### src/rtl/capture_pkg.sv
// capture_pkg: shared state encoding, host command bytes and byte-select
// encodings for the capture sequencer. Build macro CAPTURE_SEQ_HEADER_EN
// (used by capture_sequencer) enables the HDR0/HDR1 sync-byte states.
package capture_pkg;

    typedef enum logic [2:0] {
        IDLE    = 3'd0,
        LOG     = 3'd1,
        HDR0    = 3'd2,
        HDR1    = 3'd3,
        SEND_HI = 3'd4,
        SEND_LO = 3'd5,
        WAIT_TX = 3'd6,
        ADV     = 3'd7
    } state_t;

    localparam logic [7:0] CMD_START = 8'h53;  // 'S'
    localparam logic [7:0] CMD_DUMP  = 8'h44;  // 'D'
    localparam logic [7:0] CMD_ABORT = 8'h58;  // 'X'

    localparam logic [1:0] SEL_LO   = 2'd0;
    localparam logic [1:0] SEL_HI   = 2'd1;
    localparam logic [1:0] SEL_HDR0 = 2'd2;
    localparam logic [1:0] SEL_HDR1 = 2'd3;

    // Bytes the datapath mux emits for SEL_HDR0 / SEL_HDR1.
    localparam logic [7:0] HDR_BYTE0 = 8'hA5;
    localparam logic [7:0] HDR_BYTE1 = 8'h5A;

    function automatic logic is_send_state(input state_t s);
        return (s == HDR0) || (s == HDR1) || (s == SEND_HI) || (s == SEND_LO);
    endfunction

    function automatic logic [1:0] sel_for(input state_t s);
        case (s)
            HDR0:    return SEL_HDR0;
            HDR1:    return SEL_HDR1;
            SEND_HI: return SEL_HI;
            default: return SEL_LO;
        endcase
    endfunction

    // State entered once the byte sent from state s has completed.
    function automatic state_t after_byte(input state_t s);
        case (s)
            HDR0:    return HDR1;
            HDR1:    return SEND_HI;
            SEND_HI: return SEND_LO;
            default: return ADV;
        endcase
    endfunction

endpackage

### src/rtl/tx_byte_handshake.sv
// tx_byte_handshake: turns a 'go' request into a single tx_send strobe and
// reports 'done' once the transmitter has gone busy (tx_ready low) and idle
// again. Standalone so other byte senders can reuse it.
module tx_byte_handshake (
    input  logic clk,
    input  logic reset,
    input  logic go,
    input  logic tx_ready,
    output logic tx_send,
    output logic done
);

    typedef enum logic [1:0] {
        HS_IDLE      = 2'd0,
        HS_WAIT_LOW  = 2'd1,
        HS_WAIT_HIGH = 2'd2
    } hs_state_t;

    hs_state_t state, state_nxt;

    // State register with synchronous reset.
    always_ff @(posedge clk) begin
        // NOTE: sequential state uses non-blocking assignment so every flop
        // samples pre-edge values, independent of process ordering.
        if (reset) state <= HS_IDLE;
        else       state <= state_nxt;
    end

    // Strobe tx_send only into an idle transmitter, then wait low->high.
    always_comb begin
        // NOTE: every output of this block is defaulted first, so no path
        // leaves a variable unassigned and no latch is inferred.
        state_nxt = state;
        tx_send   = 1'b0;
        done      = 1'b0;
        case (state)
            HS_IDLE: begin
                if (go && tx_ready) begin
                    tx_send   = 1'b1;
                    state_nxt = HS_WAIT_LOW;
                end
            end
            HS_WAIT_LOW: begin
                if (!tx_ready) state_nxt = HS_WAIT_HIGH;
            end
            HS_WAIT_HIGH: begin
                if (tx_ready) begin
                    done      = 1'b1;
                    state_nxt = HS_IDLE;
                end
            end
            default: state_nxt = HS_IDLE;
        endcase
    end

endmodule

### src/rtl/capture_sequencer.sv
// capture_sequencer: decodes host command bytes, gates data_logging for a
// fixed sample count and streams buffered 16-bit samples out high byte first.
// Define CAPTURE_SEQ_HEADER_EN to prefix each dump with sync bytes A5 5A.
module capture_sequencer
    import capture_pkg::*;
#(
    parameter int SAMPLE_COUNT = 1024,
    parameter int CNT_W        = 11
) (
    input  logic       clk,
    input  logic       reset,
    input  logic       rx_ready,
    input  logic [7:0] rx_data,
    input  logic       tx_ready,
    input  logic       sample_valid,
    input  logic       buf_empty,
    output logic       data_logging,
    output logic       buf_rd,
    output logic       txing,
    output logic [1:0] word_to_send_sel,
    output logic       tx_send,
    output logic       busy
);

    localparam logic [CNT_W-1:0] LAST    = CNT_W'(SAMPLE_COUNT);
    localparam logic [CNT_W-1:0] CNT_ONE = CNT_W'(1);

`ifdef CAPTURE_SEQ_HEADER_EN
    localparam state_t FIRST_SEND = HDR0;
`else
    localparam state_t FIRST_SEND = SEND_HI;
`endif

    state_t           state, state_nxt;
    state_t           after_tx, after_tx_nxt;
    logic [CNT_W-1:0] sample_cnt, sample_cnt_nxt;
    logic [CNT_W-1:0] word_cnt, word_cnt_nxt;
    logic             abort_pending, abort_pending_nxt;
    logic             abort_hit, abort_seen;
    logic             hs_go, hs_done;
    logic             data_logging_q, txing_q;
    logic [1:0]       sel_q;

    assign abort_hit  = rx_ready && (rx_data == CMD_ABORT);
    assign abort_seen = abort_pending || abort_hit;

    tx_byte_handshake u_tx_hs (
        .clk      (clk),
        .reset    (reset),
        .go       (hs_go),
        .tx_ready (tx_ready),
        .tx_send  (tx_send),
        .done     (hs_done)
    );

    // State, counters and registered outputs.
    always_ff @(posedge clk) begin
        if (reset) begin
            state          <= IDLE;
            after_tx       <= IDLE;
            sample_cnt     <= '0;
            word_cnt       <= '0;
            abort_pending  <= 1'b0;
            data_logging_q <= 1'b0;
            txing_q        <= 1'b0;
            sel_q          <= SEL_LO;
        end else begin
            state          <= state_nxt;
            after_tx       <= after_tx_nxt;
            sample_cnt     <= sample_cnt_nxt;
            word_cnt       <= word_cnt_nxt;
            abort_pending  <= abort_pending_nxt;
            data_logging_q <= (state_nxt == LOG);
            if (state_nxt == IDLE) txing_q <= 1'b0;
            else if (tx_send)      txing_q <= 1'b1;
            // Select is loaded on entry to a send state and held until the next.
            if (is_send_state(state_nxt)) sel_q <= sel_for(state_nxt);
        end
    end

    // Next-state, counter updates and strobes.
    always_comb begin
        state_nxt         = state;
        after_tx_nxt      = after_tx;
        sample_cnt_nxt    = sample_cnt;
        word_cnt_nxt      = word_cnt;
        abort_pending_nxt = abort_pending || abort_hit;
        hs_go             = 1'b0;
        buf_rd            = 1'b0;

        case (state)
            IDLE: begin
                abort_pending_nxt = 1'b0;
                if (rx_ready && rx_data == CMD_START) begin
                    state_nxt      = LOG;
                    sample_cnt_nxt = '0;
                end else if (rx_ready && rx_data == CMD_DUMP) begin
                    state_nxt    = FIRST_SEND;
                    word_cnt_nxt = '0;
                end
            end

            LOG: begin
                abort_pending_nxt = 1'b0;
                // A final-count sample still counts even if an abort coincides.
                if (sample_valid) begin
                    sample_cnt_nxt = sample_cnt + CNT_ONE;
                    if (sample_cnt_nxt == LAST) state_nxt = IDLE;
                end
                if (abort_hit) state_nxt = IDLE;
            end

`ifdef CAPTURE_SEQ_HEADER_EN
            HDR0, HDR1,
`endif
            SEND_HI, SEND_LO: begin
                if (abort_seen) begin
                    state_nxt = IDLE;
                end else if (state == SEND_HI && buf_empty) begin
                    state_nxt = IDLE;
                end else begin
                    hs_go = 1'b1;
                    if (tx_send) begin
                        state_nxt    = WAIT_TX;
                        after_tx_nxt = after_byte(state);
                    end
                end
            end

            WAIT_TX: begin
                // A completed low byte finishes the word, so it still advances.
                if (hs_done) begin
                    if (abort_seen && after_tx != ADV) state_nxt = IDLE;
                    else                               state_nxt = after_tx;
                end
            end

            ADV: begin
                buf_rd       = 1'b1;
                word_cnt_nxt = word_cnt + CNT_ONE;
                if (word_cnt_nxt == LAST || buf_empty || abort_seen) state_nxt = IDLE;
                else                                                 state_nxt = SEND_HI;
            end

            default: state_nxt = IDLE;
        endcase
    end

    assign data_logging     = data_logging_q;
    assign txing            = txing_q;
    assign word_to_send_sel = sel_q;
    assign busy             = (state != IDLE);

endmodule
### config.mk
export PLATFORM = sky130hd
export DESIGN_NAME = capture_sequencer
export DESIGN_NICKNAME = d
export VERILOG_FILES = /design/src/rtl/capture_pkg.sv /design/src/rtl/tx_byte_handshake.sv /design/src/rtl/capture_sequencer.sv
export SDC_FILE = /design/constraint.sdc
export NUM_CORES = 1
export LEC_CHECK = 0
export ABC_AREA = 1
export CAP_MARGIN = 15
export CORE_ASPECT_RATIO = 1.75
export CORE_MARGIN = 3
export CORE_UTILIZATION = 63
export CTS_BUF_LIST = sky130_fd_sc_hd__clkbuf_8
export DETAILED_ROUTE_END_ITERATION = 8
export PLACE_DENSITY_LB_ADDON = 0.08
export SKIP_CTS_REPAIR_TIMING = 1
export SYNTH_ARGS = -nofsm -noshare
export SYNTH_HDL_FRONTEND = slang
export SYNTH_SLANG_ARGS = --single-unit
### constraint.sdc
create_clock -name clk -period 3 [get_ports clk]
set_input_delay 0.6 -clock clk [delete_from_list [all_inputs] [get_ports clk]]
set_output_delay 0.6 -clock clk [all_outputs]
set_load 0.02 [all_outputs]
==> flow_metrics.tcl <==
set metrics [dict create \
    outcome "finished, final reports clean" \
    whs_ns 0.465 \
    yosys_warnings 0 \
    synthFlopType "dfxtp_1" \
    rsz0062_at_grt "no" \
    maxCapViolCount 0 \
    drtIter0Drc 70 \
    fill_cells 274 \
    remaining_drc_errors 0 \
    start_util_pct 66.9 \
    die_w_microns 49.9 \
    insertion_delay_ns 0.29 \
    post_route_cells_drive_above_1_share_pct 12.5 \
    synth.area.top_cells "dfxtp_1 33%, nand2_1 19%, a21oi_1 6.6%, nand3_1 5.9%, inv_1 5.8%" \
    crit_arrival_ns 2.01 \
    worst_setup_path_end_kind "output pin" \
    clkTransAtPathRegs_ns 0.07 \
    critPathMaxFanout 5 \
    fp.dieArea_sq_um 4130 \
    wl_per_cell_microns 12.3 \
    cts_tree "built" \
    worstReg2RegStart "word_cnt[0]$_SDFFE_PP0P_" \
    maxSlewViolCount 0 \
    netlist_instances 326 \
    leakage_nw 0.961 \
    clock_sinks 35 \
    placed_area_sq_um 2370 \
    fmax_mhz 383 \
    hold_path.class "reg2reg" \
    hold_depth 2 \
    track_usage_pct 25.2 \
    slowest_stage "clkdlybuf4s50_1" \
    clockBufferDepth 2 \
    n_antenna_cell 0 \
    finalCritPeriodShare_pct 87.0 \
    start_kind "primary input" \
    crit_required_ns 2.40 \
    synth_top_area_cell "dfxtp_1" \
    max_stage_delay_ns 0.48 \
    r2r_cells 15 \
    cts-root-buf "clkbuf_8" \
    place_hpwl_microns 3720 \
    routed_via_density 5.39 \
    syn_area_sq_um 2130 \
    drt_wl_total_microns 4860 \
    num_vias 2131 \
    synthTopCellsByCount "105 x nand2_1, 35 x dfxtp_1, 33 x inv_1" \
    cts_made_buffers 5 \
    async_flop_share_pct 0 \
    rows 27 \
    holdPathEnd "word_to_send_sel[1]$_SDFFE_PP0P_" \
    grt_pass1_vias 1985 \
    core_area_sq_um 3180 \
    ys_types 37 \
    grt_pass1_wl_microns 8310 \
    antenna_left 0 \
    p_per_area_nw_per_um2 341 \
    crit_top_cell "nand2_1" \
    synth_edf_count 0 \
    htree_levels 2 \
    io_buffers 20 \
    synth_seq_cells 35 \
    seq_area_frac_synth_pct 33.0 \
    period_minus_slack_ns 2.61 \
    finalClockSkew_ns 0.00532 \
    synth.avg_cell_area_sq_um 6.52 \
    first_pass_iters 4 \
    critPathKind "in2out" \
    crit_path_cell_trace "clkdlybuf4s50_1, inv_1, nand2_1, nor2_1, nand2_1, nand2_1, inv_1, nand2_2, nor2_4, dlymetal6s2s_1" \
    worstReg2RegEnd "word_to_send_sel[0]$_SDFFE_PP0P_" \
    gp_congestion 0.826 \
    hold_viol_final 0 \
    grt_max_degree 15 \
    antenna_found_initial 0 \
    finish.instance_area_sq_um 2460 \
    io_pins 21 \
    synth.most_common_cell "nand2_1" \
    worstHoldStart "word_to_send_sel[1]$_SDFFE_PP0P_" \
    die_h_microns 82.8 \
    tightest_slew_ns 0.600 \
    synth_top_area_share_pct 33.0 \
    area_growth_pct 15.8 \
    synth_nets 342 \
    slew_headroom_pct 59.9 \
    tns_ns 0 \
    peakVddDrop_mv 0.394 \
    nNetsFinal 367 \
    reg2reg_slack_ns 0.99 \
    overflow 0 \
    setup_violations 0 \
]
routing by layer:
metal	vias up	GRT usage, %	share of wire (%)
li1	1100	-	-
met1	981	27.1	39
met2	38	45.6	55
met3	12	4.85	3.0
met4	0	11.6	2.5
met5	-	0	0
critical path, delay by kind of cell:
| kind | cells | cell delay [ns] |
|---|---|---|
| and+or+nand+nor | 6 | 0.52 |
| buffers and inverters | 4 | 0.89 |
layout by cell type (no fill, tap or decap), drive strengths merged, types with 3 or more instances in the layout:
| cell | n |
|---|---|
| a21oi | 30 |
| buf | 3 |
| clkbuf | 5 |
| clkdlybuf4s50 | 19 |
| dfxtp | 35 |
| inv | 40 |
| nand2 | 114 |
| nand3 | 28 |
| nand3b | 4 |
| nand4 | 3 |
| nor2 | 35 |
| nor3 | 7 |
| nor4 | 3 |
| o21ai | 5 |
| o21bai | 3 |
report_power, final:
part / switching [mW] / internal [mW]
logic: 0.0187 / 0.0205
clock network: 0.176 / 0.159
registers: 0.000420 / 0.465
total: 0.195 / 0.644
worst max-delay path by stage:
stage	cells after the start	startpoint	endpoint	slack [ns]
5_1_grt	10	rx_data[2]	tx_send	0.25
2_1_floorplan	8	rx_data[7]	tx_send	1.18
4_1_cts	10	rx_data[2]	tx_send	-0.008
3_5_place_dp	10	rx_data[2]	tx_send	0.003
3_3_place_gp	10	rx_data[2]	tx_send	0.07
6_report	10	rx_data[2]	tx_send	0.39
per-stage QoR:
stage | std cells | worst slack (ns) | utilization (%) | total power [mW]
5_1_grt | 395 | 0.248 | 77.5 | 0.863
2_1_floorplan | 326 | 1.18 | - | 0.489
3_3_place_gp | 387 | 0.0663 | 74.8 | 0.514
4_1_cts | 395 | -0.00846 | 77.5 | 0.842
3_5_place_dp | 387 | 0.00320 | 74.8 | 0.515
6_report | 395 | 0.391 | 77.5 | 0.839
logic make-up after synthesis:
kind of cell | after synthesis | share of synthesized area [%]
AO/OA/AOI/OAI | 44 | 12.0
XOR/XNOR | 3 | 1.59
adder cells (fa/ha/maj) | 2 | 1.18
buffers and inverters | 45 | 8.36
flip-flops | 35 | 33.0
AND/OR/NAND/NOR | 197 | 43.9
state kept, by name, summed over array words and instances (netlist names):
name              cells
state                 3
sample_cnt           11
word_cnt             11
word_to_send_sel      2
u_tx_hs.state         2
txing                 1
abort_pending         1
after_tx              3
data_logging          1
cell type report:
cell class | count | area [sq um] | share of cell area, %
well taps | 43 | 53.8 | 2.18
clock inverters | 3 | 16.3 | 0.661
multi-input cells | 246 | 1250 | 50.7
flip-flops and latches | 35 | 701 | 28.5
inverters | 40 | 150 | 6.10
clock buffers | 5 | 68.8 | 2.79
repair buffers | 23 | 225 | 9.15
(Power assumes the default switching activity.)
